$ cat config.mk
export PLATFORM = sky130hd
export DESIGN_NAME = mole_sequencer
export DESIGN_NICKNAME = d
export VERILOG_FILES = /design/src/rtl/mole_sequencer.sv
export SDC_FILE = /design/constraint.sdc
export NUM_CORES = 1
export LEC_CHECK = 0
export ABC_CLOCK_PERIOD_IN_PS = 4300
export BUFFER_PORTS_ARGS = -buffer_cell sky130_fd_sc_hd__buf_4
export CORE_MARGIN = 2
export CORE_UTILIZATION = 45
export CTS_CLUSTER_SIZE = 14
export DETAILED_ROUTE_END_ITERATION = 10
export GPL_ROUTABILITY_DRIVEN = 0
export REMOVE_ABC_BUFFERS = 1
export SLEW_MARGIN = 20
export SYNTH_ARGS = -nofsm -noshare
export SYNTH_HDL_FRONTEND = slang
export SYNTH_SLANG_ARGS = --single-unit
$ cat constraint.sdc
create_clock -name clk -period 4.3 [get_ports clk]
set_clock_uncertainty 0.1 [all_clocks]
set_input_delay 0.645 -clock clk [delete_from_list [all_inputs] [get_ports clk]]
set_output_delay 0.645 -clock clk [all_outputs]
set_load 0.005 [all_outputs]
$ cat src/rtl/mole_sequencer.sv
`default_nettype none
// =============================================================================
// Module   : mole_sequencer
// Purpose  : Whack-a-mole game control. Ticks on slow_clk edges, raises one
//            LFSR-chosen mole at a time, judges presses, and keeps score and
//            countdown. Build macro WRONG_PRESS_PENALTY_EN enables a score
//            penalty for presses on non-raised moles.
// Revision : 1.0 - initial release
// =============================================================================
module mole_sequencer #(
    parameter int          NUM_MOLES  = 4,
    parameter int          UP_TICKS   = 3,
    parameter int          GAP_TICKS  = 1,
    parameter int          GAME_TICKS = 60,
    parameter logic [15:0] LFSR_SEED  = 16'hACE1
) (
    input  logic                 clk,
    input  logic                 reset,
    input  logic                 slow_clk,
    input  logic                 start,
    input  logic [NUM_MOLES-1:0] btn,
    output logic [NUM_MOLES-1:0] mole,
    output logic [7:0]           score,
    output logic [7:0]           time_left,
    output logic                 game_over,
    output logic                 hit_pulse,
    output logic                 miss_pulse
);

    localparam int                   C_IDX_W     = $clog2(NUM_MOLES);
    localparam int                   C_UP_W      = $clog2(UP_TICKS + 1);
    localparam int                   C_GAP_W     = $clog2(GAP_TICKS + 1);
    localparam logic [C_UP_W-1:0]    C_UP_INIT   = C_UP_W'(UP_TICKS);
    localparam logic [C_GAP_W-1:0]   C_GAP_INIT  = C_GAP_W'(GAP_TICKS);
    localparam logic [7:0]           C_GAME_INIT = 8'(GAME_TICKS);
    localparam logic [7:0]           C_NUM_MOLES = 8'(NUM_MOLES);
    localparam logic [C_IDX_W-1:0]   C_IDX_LAST  = C_IDX_W'(NUM_MOLES - 1);
    localparam logic [NUM_MOLES-1:0] C_ONE       = NUM_MOLES'(1);

    typedef enum logic [2:0] {
        S_IDLE  = 3'd0,
        S_SPAWN = 3'd1,
        S_UP    = 3'd2,
        S_GAP   = 3'd3,
        S_OVER  = 3'd4
    } state_t;

    state_t               r_state, w_state_nxt;
    logic                 r_sync1, r_sync2, r_sync3, r_tick;
    logic [NUM_MOLES-1:0] r_btn_q;
    logic [15:0]          r_lfsr;
    logic [C_IDX_W-1:0]   r_idx, w_idx_nxt;
    logic                 r_prev_vld, w_prev_vld_nxt;
    logic [C_UP_W-1:0]    r_up_cnt, w_up_nxt;
    logic [C_GAP_W-1:0]   r_gap_cnt, w_gap_nxt;
    logic [NUM_MOLES-1:0] r_mole, w_mole_nxt;
    logic [7:0]           r_score, w_score_nxt;
    logic [7:0]           r_time, w_time_nxt;
    logic                 r_game_over, w_over_nxt;
    logic                 r_hit, w_hit_nxt;
    logic                 r_miss, w_miss_nxt;

    logic                 w_lfsr_fb;
    logic [NUM_MOLES-1:0] w_press;
    logic [C_IDX_W-1:0]   w_idx_raw, w_idx;
    logic                 w_hit, w_in_game;

    // slow_clk is data only: two sync flops, then a registered rising-edge detect
    always_ff @(posedge clk or posedge reset) begin
        if (reset) begin
            r_sync1 <= 1'b0;
            r_sync2 <= 1'b0;
            r_sync3 <= 1'b0;
            r_tick  <= 1'b0;
            r_btn_q <= '0;
            r_lfsr  <= LFSR_SEED;
        end else begin
            r_sync1 <= slow_clk;
            r_sync2 <= r_sync1;
            r_sync3 <= r_sync2;
            r_tick  <= r_sync2 & ~r_sync3;
            r_btn_q <= btn;
            r_lfsr  <= {w_lfsr_fb, r_lfsr[15:1]};
        end
    end

    assign w_lfsr_fb = r_lfsr[0] ^ r_lfsr[2] ^ r_lfsr[3] ^ r_lfsr[5];
    assign w_press   = btn & ~r_btn_q;
    assign w_hit     = |(w_press & r_mole);
    assign w_in_game = (r_state == S_SPAWN) || (r_state == S_UP) || (r_state == S_GAP);

    // Never repeat the previous mole: bump to the next position on a collision
    assign w_idx_raw = C_IDX_W'(r_lfsr[7:0] % C_NUM_MOLES);
    assign w_idx     = (r_prev_vld && (w_idx_raw == r_idx)) ?
                       ((w_idx_raw == C_IDX_LAST) ? '0 : w_idx_raw + C_IDX_W'(1)) :
                       w_idx_raw;

`ifdef WRONG_PRESS_PENALTY_EN
    logic w_wrong;
    assign w_wrong = |(w_press & ~r_mole);
`endif

    always_ff @(posedge clk or posedge reset) begin
        if (reset) begin
            r_state     <= S_IDLE;
            r_idx       <= '0;
            r_prev_vld  <= 1'b0;
            r_up_cnt    <= '0;
            r_gap_cnt   <= '0;
            r_mole      <= '0;
            r_score     <= '0;
            r_time      <= '0;
            r_game_over <= 1'b0;
            r_hit       <= 1'b0;
            r_miss      <= 1'b0;
        end else begin
            r_state     <= w_state_nxt;
            r_idx       <= w_idx_nxt;
            r_prev_vld  <= w_prev_vld_nxt;
            r_up_cnt    <= w_up_nxt;
            r_gap_cnt   <= w_gap_nxt;
            r_mole      <= w_mole_nxt;
            r_score     <= w_score_nxt;
            r_time      <= w_time_nxt;
            r_game_over <= w_over_nxt;
            r_hit       <= w_hit_nxt;
            r_miss      <= w_miss_nxt;
        end
    end

    always_comb begin
        w_state_nxt    = r_state;
        w_idx_nxt      = r_idx;
        w_prev_vld_nxt = r_prev_vld;
        w_up_nxt       = r_up_cnt;
        w_gap_nxt      = r_gap_cnt;
        w_mole_nxt     = r_mole;
        w_score_nxt    = r_score;
        w_time_nxt     = r_time;
        w_over_nxt     = r_game_over;
        w_hit_nxt      = 1'b0;
        w_miss_nxt     = 1'b0;

        case (r_state)
            S_IDLE, S_OVER: begin
                w_mole_nxt = '0;
                if (start) begin
                    w_score_nxt = '0;
                    w_time_nxt  = C_GAME_INIT;
                    w_over_nxt  = 1'b0;
                    w_state_nxt = S_SPAWN;
                end
            end
            S_SPAWN: begin
                w_mole_nxt     = C_ONE << w_idx;
                w_idx_nxt      = w_idx;
                w_prev_vld_nxt = 1'b1;
                w_up_nxt       = C_UP_INIT;
                w_state_nxt    = S_UP;
            end
            S_UP: begin
                if (w_hit) begin
                    if (r_score != 8'hFF) begin
                        w_score_nxt = r_score + 8'd1;
                    end
                    w_hit_nxt   = 1'b1;
                    w_mole_nxt  = '0;
                    w_gap_nxt   = C_GAP_INIT;
                    w_state_nxt = S_GAP;
                end else begin
                    if (r_tick) begin
                        if (r_up_cnt == C_UP_W'(1)) begin
                            w_miss_nxt  = 1'b1;
                            w_mole_nxt  = '0;
                            w_gap_nxt   = C_GAP_INIT;
                            w_state_nxt = S_GAP;
                        end else begin
                            w_up_nxt = r_up_cnt - C_UP_W'(1);
                        end
                    end
`ifdef WRONG_PRESS_PENALTY_EN
                    if (w_wrong) begin
                        if (r_score != 8'd0) begin
                            w_score_nxt = r_score - 8'd1;
                        end
                        w_miss_nxt = 1'b1;
                    end
`endif
                end
            end
            S_GAP: begin
                if (r_tick) begin
                    if (r_gap_cnt == C_GAP_W'(1)) begin
                        w_state_nxt = S_SPAWN;
                    end else begin
                        w_gap_nxt = r_gap_cnt - C_GAP_W'(1);
                    end
                end
            end
            default: begin
                w_mole_nxt  = '0;
                w_state_nxt = S_IDLE;
            end
        endcase

        // Countdown expiry overrides every other transition; a same-cycle hit still counts
        if (w_in_game && r_tick) begin
            w_time_nxt = r_time - 8'd1;
            if (r_time == 8'd1) begin
                w_state_nxt = S_OVER;
                w_mole_nxt  = '0;
                w_over_nxt  = 1'b1;
                w_miss_nxt  = 1'b0;
            end
        end
    end

    assign mole       = r_mole;
    assign score      = r_score;
    assign time_left  = r_time;
    assign game_over  = r_game_over;
    assign hit_pulse  = r_hit;
    assign miss_pulse = r_miss;

endmodule
`default_nettype wire
; Word level (Yosys, flattened, before mapping)
; Cells that the tools add are included.
[word_totals]
register_bits = 56
in_bits = 8
output_inout_bits = 23
elab_cells = 111
[classes]
add_sub_neg = 5
n_eq_ne = 18
shift = 1
muxes = 46
bitwise = 8
n_reduce_logical = 16
[ops]
columns = cell, count
row1 = $mux 8, 6
row2 = $mux 3, 8
row3 = $mux 4, 5
row4 = $mux 1, 17
row5 = $pmux 8 s2, 1
row6 = $ne 2x2->1 const B, 6
row7 = $pmux 3 s4, 1
row8 = $pmux 4 s3, 1
row9 = $reduce_and 4->1, 3
row10 = $mux 2, 5
row11 = $reduce_bool 2->1, 5
row12 = $add 8x1->8 const B, 1
row13 = $and 4x4->4, 2
row14 = $eq 8x1->1 const B, 1
row15 = $ne 8x8->1 const B, 1
row16 = $sub 8x1->8 const B, 1
row17 = $eq 3x2->1 const B, 2
row18 = $not 4->4, 1
row19 = $pmux 2 s2, 1
row20 = $reduce_or 4->1, 1
row21 = $shl 1x2->4 const A, 1
row22 = $eq 3x1->1 const B, 1
row23 = $eq 3x3->1 const B, 1
row24 = $logic_not 3->1, 1
row25 = other kinds (17), 21

; Longest topological paths before layout
; Gate-level depths: netlist of the first run.
[logic_depth]
word_depth = 8
mapped_depth = 7
ltp_nobuf = 7

; Worst setup path before layout of the first run
; OpenSTA, ideal clock, no wires.
[synth_timing]
path_kind = register to register
start = reg r_score[0], in the netlist score[0]
end = reg r_score[7], in the netlist score[7]
setup_time_ns = 0.078
arrival_time_ns = 1.843
required_ns = 4.122
setup_slack_ns = 2.279
path_stages_with_launch = 7
n_path_buf = 0
period_less_slack_ns = 2.021
path_cell_list = dfrtp_1 > ha_1 > nand2_1 > nor4b_1 > or4_4 > or4_1 > a21oi_1
[synth_between]
elab_chain_len = 4
word_cells_on_any_way = 7
cone_classes = 1 x add/sub / 2 x eq/ne / 3 x mux / 1 x reduce/logical
[synth_lines]
columns = item, line
row1 = start: declaration, 57  ; logic [7:0] r_score, w_score_nxt;
row2 = start signal: assignment, 123  ; r_score <= w_score_nxt;
row3 = $add 8x1->8, 164  ; w_score_nxt = r_score + 8'd1;
row4 = $mux 8, 163  ; if (r_score != 8'hFF) begin
row5 = $mux 8, 162  ; if (w_hit) begin
row6 = $pmux 8 s2, 144  ; case (r_state)
; Several ways; a longest one is shown, not always the timed one. The select of a mux whose other input is x is not followed.
; A chain may end at the register's enable or synchronous reset.

; Worst setup path in the final report of the first run
[layout_timing]
start = reg r_state[0]
end = reg r_score[7], in the netlist score[7]
[layout_between]
elab_chain_len = 4
word_cells_on_any_way = 10
cone_classes = 5 x eq/ne / 1 x mux / 4 x reduce/logical
[layout_lines]
columns = item, line
row1 = start: declaration, 48  ; state_t r_state, w_state_nxt;
row2 = start signal: assignment, 117  ; r_state <= w_state_nxt;
row3 = $eq 3x3->1 or $logic_not 3->1 (tied branches), 144
row4 = $reduce_or 2->1, 144
row5 = $ne 2x2->1 (no line) or $reduce_bool 2->1 (tied branches), n/a
row6 = $reduce_and 4->1 (no line), n/a
; Several ways; a longest one is shown, not always the timed one.

==> qor.yml, run 1 <==
synth-seq-area-share_pct: 60.0
cp-start-kind: "register"
grt_max_degree: 40
antenna_cells: 0
cts_max_path_buffers: 2
rsz0062_at_grt: "false"
cts_hold_buf: 0
power.share.clock_pct: 23.4
nNetsFinal: 256
clkSlewWorstSetupHoldPaths_ns: 0.10
final_hold_viol_count: 0
postCtsResizedCells: 0
power_frac_comb_pct: 29.4
worstPathRequired_ns: 4.44
crit_fanout: 16
die_h_um: 76.3
switchingPower_mw: 0.497
power_leakage_nw: 1.26
htreeDepth: 2
first_global_vias: 1571
design.core.area_sq_um: 5070
gr-usage-all-layers_pct: 15.9
post_cts_buffers: 0
synth_flop_cell: "dfrtp_1"
switching_share_pct: 32.8
ant_nets: 0
cts_tree: "built"
slew_headroom_pct: 53.1
root_buffer: "clkbuf_8"
endpoint_kind: "register"
max_cap_viol_count: 0
fin_crit_ns: 2.23
fin_hold_ws_ns: 0.207
synth-async-reset-ratio_pct: 100
io_buffers: 30
drc_errors: 0
wl_per_cell_um: 13.8
clk_latency_ns: 0.30
grt_pass1_wl_mm: 7.45
vias: 1607
powerDensity_nw_per_um2: 542
synth_seq_cells: 56
first_pass_iters: 4
tns_ns: 0
cts_buffers: 5
post_synth_num_cell_types: 44
finalSetupViolCount: 0
drtIter0Drc: 110
fp.dieW_um: 76.3
seqPwrFrac_pct: 47.2
start_util_pct: 46.4
syn_inst: 207
syn_area_per_cell_sq_um: 11.4
viasPerCell: 5.12
dp_hpwl_mm: 3.08
worstMarginPinSlew_ns: 0.698
status: "finished clean"
worst_ir_drop_vdd_uv: 309
design.die.area_sq_um: 5820
fin_util_pct: 55.0
slew_violations: 0
final_cell_mix: "48 x dfrtp_1, 32 x buf_4, 20 x nand2_1"
std_cell_rows: 26
ioPinCount: 31
antenna_found_initial: 0
fmax_ghz: 0.449
hold_class: "primary input to async pin"
grt_overflow: 0
cts_sinks: 56
setup.worst_path.class: "register to register"
wl_mm: 4.34
p_int_mw: 1.02
netlist_area_sq_um: 2350
fin_crit_sh_pct: 51.8
yosysWarnings: 0
drive_gt1_share_pct: 23.8
synth-edff-count: 0
cp.arrival_ns: 2.36
area_growth_pct: 18.6
final_common_cell: "dfrtp_1"
power groups by stage:
stage | Sequential (mW) | Clock, mW | Combinational, mW
4_1_cts | 0.713 | 0.370 | 0.450
2_1_floorplan | 0.706 | 0 | 0.282
3_5_place_dp | 0.722 | 0 | 0.450
5_1_grt | 0.729 | 0.386 | 0.504
6_report | 0.713 | 0.354 | 0.445
3_3_place_gp | 0.723 | 0 | 0.445
sequential cells by signal (all words and copies together) (netlist names), 2 cells and up:
signal,count
r_lfsr,16
score,8
time_left,8
mole,4
r_btn_q,4
r_state,3
r_idx,2
r_up_cnt,2
synthesized netlist by cell type, types with 2 or more instances:
master | count | area (sq um)
mux2i_1 | 7 | 70.1
ha_1 | 5 | 62.6
a21oi_1 | 9 | 45.0
nor3_1 | 6 | 30.0
o31ai_1 | 2 | 15.0
a22oi_1 | 2 | 15.0
nor4b_1 | 2 | 17.5
dfrtp_1 | 48 | 1200
nand3_1 | 7 | 35.0
nor2_1 | 12 | 45.0
or3_1 | 3 | 18.8
a21o_1 | 3 | 22.5
nand2_1 | 20 | 75.1
inv_1 | 10 | 37.5
o21a_1 | 4 | 30.0
xor2_1 | 3 | 26.3
or4_1 | 3 | 22.5
dfstp_2 | 8 | 210
nand2b_1 | 6 | 37.5
o22ai_1 | 2 | 12.5
xnor2_1 | 4 | 35.0
or4b_1 | 2 | 20.0
nor4_1 | 4 | 25.0
o21ai_0 | 11 | 55.1
clkbuf_1 | 3 | 11.3
a31o_2 | 3 | 26.3
critical path: stages (launching register included):
cell and delay [ns]:
dfrtp_1 0.54, nor2_1 0.26, nor4b_1 0.13, or4_4 0.56, or4_1 0.41, a21oi_1 0.14
routing by layer:
| metal | GRT usage [%] | vias up | share of wire [%] |
|---|---|---|---|
| li1 | - | 804 | - |
| met3 | 3.91 | 5 | 2.9 |
| met1 | 22.5 | 780 | 51 |
| met4 | 4.91 | 0 | 0.78 |
| met2 | 24.2 | 18 | 46 |
| met5 | 0 | - | 0 |
final cells by class:
cell class,instances,area [sq um]
Inverter,10,37.5
Timing Repair Buffer,32,240
Clock buffer,6,82.6
Multi-Input combinational cell,138,892
Sequential cell,56,1410
Tap cell,70,87.6
Fill cell,485,2280
Clock inverter,2,38.8
metrics by stage:
stage / power [mW] / std cells / setup slack [ns] / instance area, sq um
finish: 1.51 / 314 / 2.07 / 2790
global route: 1.62 / 314 / 1.89 / 2790
CTS: 1.53 / 314 / 2.09 / 2790
detailed placement: 1.17 / 306 / 2.04 / 2670
global placement: 1.17 / 306 / 2.05 / 2670
floorplan: 0.988 / 204 / 2.13 / 2340
logic make-up (layout without fill, tap and decap cells):
family / after synthesis / count (layout) / share of synthesized area, %
adder cells (fa/ha/maj): 5 / 5 / 2.66
flip-flops: 56 / 56 / 60.0
AND/OR/NAND/NOR: 73 / 73 / 16.6
AO/OA/AOI/OAI: 45 / 45 / 12.6
buffers and inverters: 13 / 50 / 2.07
multiplexers: 8 / 8 / 3.46
XOR/XNOR: 7 / 7 / 2.61
final timing paths:
path,startpoint,end,slack (ns),cells past startpoint
min in group clk,r_lfsr[9],r_lfsr[8],0.26,0
setup reg to reg,r_state[0],score[7],2.07,5
hold / removal,reset,mole[1],0.21,2
hold reg to reg,r_lfsr[9],r_lfsr[8],0.26,0
max in group asynchronous,reset,r_lfsr[7],3.04,3
setup / recovery,r_state[0],score[7],2.07,5
Power figures use the tool's default switching activity.
==> run 2, diff against run 1 <==
--- a/config.mk
+++ b/config.mk
@@ -5,13 +5,14 @@
 export SDC_FILE = /design/constraint.sdc
 export NUM_CORES = 1
 export LEC_CHECK = 0
-export ABC_CLOCK_PERIOD_IN_PS = 4300
+export ABC_CLOCK_PERIOD_IN_PS = 1900
 export BUFFER_PORTS_ARGS = -buffer_cell sky130_fd_sc_hd__buf_4
 export CORE_MARGIN = 2
 export CORE_UTILIZATION = 45
 export CTS_CLUSTER_SIZE = 14
 export DETAILED_ROUTE_END_ITERATION = 10
 export GPL_ROUTABILITY_DRIVEN = 0
+export PLACE_DENSITY = 0.67
 export REMOVE_ABC_BUFFERS = 1
 export SLEW_MARGIN = 20
 export SYNTH_ARGS = -nofsm -noshare
==> constraint.sdc (replaced) <==
create_clock -name clk -period 1.9 [get_ports clk]
set_clock_uncertainty 0.1 [all_clocks]
set_input_delay 0.285 -clock clk [delete_from_list [all_inputs] [get_ports clk]]
set_output_delay 0.285 -clock clk [all_outputs]
set_load 0.005 [all_outputs]
==> qor.yml, run 2 (synthesized netlist as in run 1, its figures left out) <==
cts_sinks: 56  # unchanged
slew_headroom_pct: 67.2  # was 53.1%
rsz0062_at_grt: "true"  # was false
vias: 1848  # was 1607
grt_max_degree: 37  # was 40
status: "complete, but fails checks"  # was finished clean
fin_util_pct: 63.3  # was 55.0%
fin_crit_ns: 1.96  # was 2.23 ns
violations: "negative setup slack"
reg2reg_from: "r_state[2]"  # was r_state[0]
clkSlewWorstSetupHoldPaths_ns: 0.10  # about the same
die_h_um: 76.3  # unchanged
min_to: "r_state[2]"
viasPerCell: 5.19  # was 5.12
seqPwrFrac_pct: 41.3  # was 47.2%
nNetsFinal: 298  # was 256
rrSetupSlack_ns: -0.06  # was 2.07 ns
ioPinCount: 31  # unchanged
cp.arrival_ns: 2.09  # was 2.36 ns
endpoint_kind: "register"  # unchanged
io_buffers: 30  # unchanged
pre_cts_ws_ns: -0.160  # was 2.04 ns
finalSetupViolCount: 6  # was 0
timing.final.ws_setup_ns: -0.0567  # was 2.07 ns
fin_crit_sh_pct: 103  # was 51.8%
holdPathStages: 3
nFillCells: 429  # was 485
switchingPower_mw: 1.32  # was 0.497 mW
area_growth_pct: 36.6  # was 18.6%
clk_latency_ns: 0.31  # was 0.30 ns
root_buffer: "clkbuf_8"  # unchanged
dp_hpwl_mm: 3.38  # was 3.08 mm
p_int_mw: 2.49  # was 1.02 mW
power_frac_comb_pct: 42.1  # was 29.4%
drive_gt1_share_pct: 39.5  # was 23.8%
design.die.area_sq_um: 5820  # unchanged
worstPathRequired_ns: 2.04  # was 4.44 ns
worst_r2r_path_depth: 5  # unchanged
first_pass_iters: 4  # unchanged
finalNonFillerCells: 356  # was 314
final_cell_mix: "65 x buf_4, 47 x dfrtp_1, 19 x nand2_1"  # was 48 x dfrtp_1, 32 x buf_4, 20 x nand2_1
max_cap_viol_count: 0  # unchanged
fin_hold_ws_ns: 0.243  # was 0.207 ns
cts_tree: "built"  # unchanged
largest_register: "r_lfsr"  # unchanged
std_cell_rows: 26  # unchanged
cts_buffers: 5  # unchanged
fp.dieW_um: 76.3  # unchanged
design.core.area_sq_um: 5070  # unchanged
wl_per_cell_um: 14.3  # was 13.8 um
totalPowerFinal_mw: 3.80  # was 1.51 mW
start_util_pct: 46.4  # unchanged
worst_ir_drop_vdd_uv: 747  # was 309 uV
hold_class: "primary input to register"  # was primary input to async pin
dp.cells: 335  # was 306
antenna_cells: 0  # unchanged
grt_overflow: 0  # unchanged
rr_endpoint: "score[7]"  # unchanged
final_hold_viol_count: 0  # unchanged
power.share.clock_pct: 16.6  # was 23.4%
crit_fanout: 6  # was 16
antenna_found_initial: 0  # unchanged
switching_share_pct: 34.7  # was 32.8%
wl_mm: 5.08  # was 4.34 mm
setup.worst_path.class: "register to register"  # unchanged
power_leakage_nw: 1.50  # was 1.26 nW
largest_reg_flops: 16  # unchanged
powerDensity_nw_per_um2: 1180  # was 542 nW/um^2
slew_violations: 0  # unchanged
fmax_ghz: 0.511  # was 0.449 GHz
worstMarginPinSlew_ns: 0.492  # was 0.698 ns
drc_errors: 0  # unchanged
final_common_cell: "buf_4"  # was dfrtp_1
ant_nets: 0  # unchanged
first_global_vias: 1799  # was 1571
hp-start: "start"
cp-start-kind: "register"  # unchanged
htreeDepth: 2  # unchanged
grt_pass1_wl_mm: 8.49  # was 7.45 mm
gr-usage-all-layers_pct: 18.0  # was 15.9%
drtIter0Drc: 99  # was 110
cts_max_path_buffers: 2  # unchanged
run 2: changes by cell type in the layout (fill, tap and decap cells not counted), moves of 2 or more:
| cell | change |
|---|---|
| buf_4 | +33 |
| dlygate4sd3_1 | +6 |
| a21oi_1 | -4 |
| a21oi_2 | +4 |
| nor3_1 | -3 |
| nor3_2 | +2 |
| nor4_1 | -2 |
| or4_1 | -2 |
| or4_4 | +2 |
run 2: area by class of cell:
type                    count  area [sq um]  area share, %
repair buffers             74           584           18.2
clock buffers               6          72.6           2.26
well taps                  70          87.6           2.73
clock inverters             2          13.8          0.428
inverters                  10          37.5           1.17
multi-input cells         138          1000           31.3
flip-flops and latches     56          1410           44.0
run 2: worst max path at each step:
stage                    start  endpoint  slack [ns]  cells after the start
detailed placement    score[0]  score[7]       -0.16                      6
finish              r_state[2]  score[7]       -0.06                      5
global placement      score[0]  score[7]       -0.11                      6
floorplan           r_state[2]  score[0]       -0.27                      5
CTS                   score[1]  score[2]       -0.05                      7
global route        r_state[0]  score[7]       -0.13                      4
run 2: critical path, stage by stage, from the launching register on:
cell	delay [ns]
dfrtp_1	0.39
and2b_2	0.23
a21oi_2	0.06
or4_4	0.53
or4_4	0.43
a21oi_2	0.14
run 2: power groups by stage:
stage	Combinational [mW]	Sequential [mW]	Clock, mW
after floorplan	0.639	1.60	0
after global placement	1.35	1.55	0
after detailed placement	1.37	1.55	0
after CTS	1.40	1.54	0.661
after global routing	1.78	1.60	0.707
final	1.60	1.57	0.631
run 2: layer usage:
layer  GRT usage [%]  part of all wire [%]  routed length (um)  up-vias
met5               0                     0                   0        -
met4            6.00                   1.9                  97        0
met3            3.44                   3.7                 189       11
met2            28.0                    47                2410       43
met1            25.8                    47                2380      902
li1                -                     -                   -      892
run 2: what timing repair did:
item | CTS | global route
resized for setup | 9 | 18
cloned | 0 | 1
buffers inserted | 1 | 5
hold buffers | 6 | 0
setup endpoints to repair | 7 | 18
pin swaps | 6 | 4
hold endpoints to repair | 25 | 0
run 2: per-stage QoR:
stage	setup TNS [ns]	instance area, sq um
2_1_floorplan	-0.752	2340
6_report	-0.182	3210
4_1_cts	-0.104	3090
3_3_place_gp	-0.223	2900
5_1_grt	-0.855	3210
3_5_place_dp	-0.581	2900
==> run 3, diff against run 2 <==
--- a/config.mk
+++ b/config.mk
@@ -12,7 +12,7 @@
 export CTS_CLUSTER_SIZE = 14
 export DETAILED_ROUTE_END_ITERATION = 10
 export GPL_ROUTABILITY_DRIVEN = 0
-export PLACE_DENSITY = 0.67
+export PLACE_DENSITY = 0.74
 export REMOVE_ABC_BUFFERS = 1
 export SLEW_MARGIN = 20
 export SYNTH_ARGS = -nofsm -noshare
==> constraint.sdc (replaced) <==
create_clock -name clk -period 1.9 [get_ports clk]
set_clock_uncertainty 0.1 [all_clocks]
set_input_delay 0.095 -clock clk [delete_from_list [all_inputs] [get_ports clk]]
set_output_delay 0.095 -clock clk [all_outputs]
set_load 0.005 [all_outputs]
==> qor.yml, run 3 (synthesized netlist as in run 1, its figures left out) <==
endpoint_kind: "register"  # unchanged
cp-start-kind: "register"  # unchanged
fp.dieW_um: 76.3  # unchanged
holdPathStages: 3  # unchanged
largest_register: "r_lfsr"  # unchanged
cp.arrival_ns: 2.08  # was 2.09 ns
p_int_mw: 2.44  # was 2.49 mW
final_cell_mix: "61 x buf_4, 48 x dfrtp_1, 19 x nand2_1"  # was 65 x buf_4, 47 x dfrtp_1, 19 x nand2_1
root_buffer: "clkbuf_8"  # unchanged
cts_sinks: 56  # unchanged
switchingPower_mw: 1.31  # was 1.32 mW
design.core.area_sq_um: 5070  # unchanged
gr-usage-all-layers_pct: 17.9  # was 18.0%
seq_area_sq_um: 1410  # about the same
worst_ir_drop_vdd_uv: 645  # was 747 uV
drtIter0Drc: 110  # was 99
hold_class: "primary input to register"  # unchanged
area_growth_pct: 36.0  # was 36.6%
antenna_found_initial: 0  # unchanged
fmax_ghz: 0.516  # was 0.511 GHz
max_cap_viol_count: 0  # unchanged
grt_max_degree: 57  # was 37
design.die.area_sq_um: 5820  # unchanged
switching_share_pct: 34.9  # was 34.7%
power_leakage_nw: 1.49  # was 1.50 nW
cts_max_path_buffers: 2  # unchanged
seqPwrFrac_pct: 41.5  # was 41.3%
grt_pass1_wl_mm: 8.39  # was 8.49 mm
std_cell_rows: 26  # unchanged
viasPerCell: 5.15  # was 5.19
timing.final.ws_setup_ns: -0.0395  # was -0.0567 ns
ioPinCount: 31  # unchanged
powerDensity_nw_per_um2: 1170  # was 1180 nW/um^2
antenna_cells: 0  # unchanged
htreeDepth: 2  # unchanged
fin_crit_ns: 1.94  # was 1.96 ns
slew_violations: 0  # unchanged
clkSlewWorstSetupHoldPaths_ns: 0.10  # about the same
start_util_pct: 46.4  # unchanged
finalSetupViolCount: 3  # was 6
min_to: "r_state[2]"  # unchanged
drive_gt1_share_pct: 38.2  # was 39.5%
totalPowerFinal_mw: 3.75  # was 3.80 mW
first_global_vias: 1793  # was 1799
setup.worst_path.class: "register to register"  # unchanged
violations: "negative setup slack"  # unchanged
worstMarginPinSlew_ns: 0.468  # was 0.492 ns
reg2reg_from: "r_state[2]"  # unchanged
rsz0062_at_grt: "true"  # unchanged
wl_mm: 5.03  # was 5.08 mm
rrSetupSlack_ns: -0.04  # was -0.06 ns
worstPathRequired_ns: 2.05  # was 2.04 ns
nNetsFinal: 295  # was 298
rr_endpoint: "score[7]"  # unchanged
die_h_um: 76.3  # unchanged
largest_reg_flops: 16  # unchanged
hp-start: "start"  # unchanged
cts_buffers: 5  # unchanged
vias: 1819  # was 1848
fin_util_pct: 63.0  # was 63.3%
io_buffers: 30  # unchanged
multi_input_area_sq_um: 1010  # was 1000 sq um
slew_headroom_pct: 68.8  # was 67.2%
nFillCells: 415  # was 429
status: "complete, but fails checks"  # unchanged
wl_per_cell_um: 14.2  # was 14.3 um
dp_hpwl_mm: 3.36  # was 3.38 mm
drc_errors: 0  # unchanged
ant_nets: 0  # unchanged
clk_latency_ns: 0.31  # about the same
power_frac_comb_pct: 41.0  # was 42.1%
fin_crit_sh_pct: 102  # was 103%
cts_tree: "built"  # unchanged
worst_r2r_path_depth: 5  # unchanged
crit_fanout: 5  # was 6
power.share.clock_pct: 17.5  # was 16.6%
first_pass_iters: 4  # unchanged
final_hold_viol_count: 0  # unchanged
grt_overflow: 0  # unchanged
final_common_cell: "buf_4"  # unchanged
fin_hold_ws_ns: 0.0489  # was 0.243 ns
==> run 3: cell types whose count changed in the layout (fill, tap and decap cells not counted), sizes merged <==
cell	previous run	this run
clkinv	1	2
clkbuf	6	5
buf	68	65
==> run 3: what timing repair did <==
item,CTS,global route
gates cloned,0,1
hold buffers,6,0
endpoints found under the setup margin,8,13
gates resized for setup,5,22
hold endpoints to repair,54,0
buffers inserted,2,1
pin swaps,6,1
==> run 3: per-stage QoR <==
stage	instance area (sq um)	setup slack, ns	std cells	TNS (ns)
CTS	3080	-0.0264	351	-0.0341
global route	3200	-0.116	353	-0.454
floorplan	2340	-0.272	204	-0.752
finish	3200	-0.0395	353	-0.0702
global placement	2900	-0.0931	335	-0.124
detailed placement	2900	-0.154	335	-0.409
==> run 3: area by class of cell <==
type                    count  area share (%)
clock buffers               5            2.15
clock inverters             3           0.704
inverters                  10            1.17
multi-input cells         138            31.4
flip-flops and latches     56            44.1
well taps                  70            2.74
repair buffers             71            17.7
==> run 3: power groups by stage <==
stage,Clock [mW],Sequential (mW),Combinational [mW]
3_3_place_gp,0,1.54,1.31
3_5_place_dp,0,1.55,1.34
2_1_floorplan,0,1.60,0.639
6_report,0.658,1.56,1.54
4_1_cts,0.676,1.53,1.39
5_1_grt,0.727,1.59,1.71
==> run 3: layer usage <==
metal,GRT usage [%],routed length [um]
met5,0,0
met4,7.27,144
met3,3.20,148
met2,27.7,2340
met1,25.0,2390
==> run 3: critical path, stage by stage, from the launching register on <==
cell,delay (ns)
dfrtp_1,0.40
and2b_2,0.24
a21oi_2,0.06
or4_4,0.52
or4_4,0.43
a21oi_2,0.12
==> run 3: worst max path at each step <==
stage / start / to / slack, ns / cells after the start
2_1_floorplan: r_state[2] / score[0] / -0.27 / 5
3_3_place_gp: score[0] / score[7] / -0.09 / 6
3_5_place_dp: score[0] / score[7] / -0.15 / 6
4_1_cts: r_state[2] / score[7] / -0.03 / 5
5_1_grt: score[0] / score[6] / -0.12 / 7
6_report: r_state[2] / score[7] / -0.04 / 5
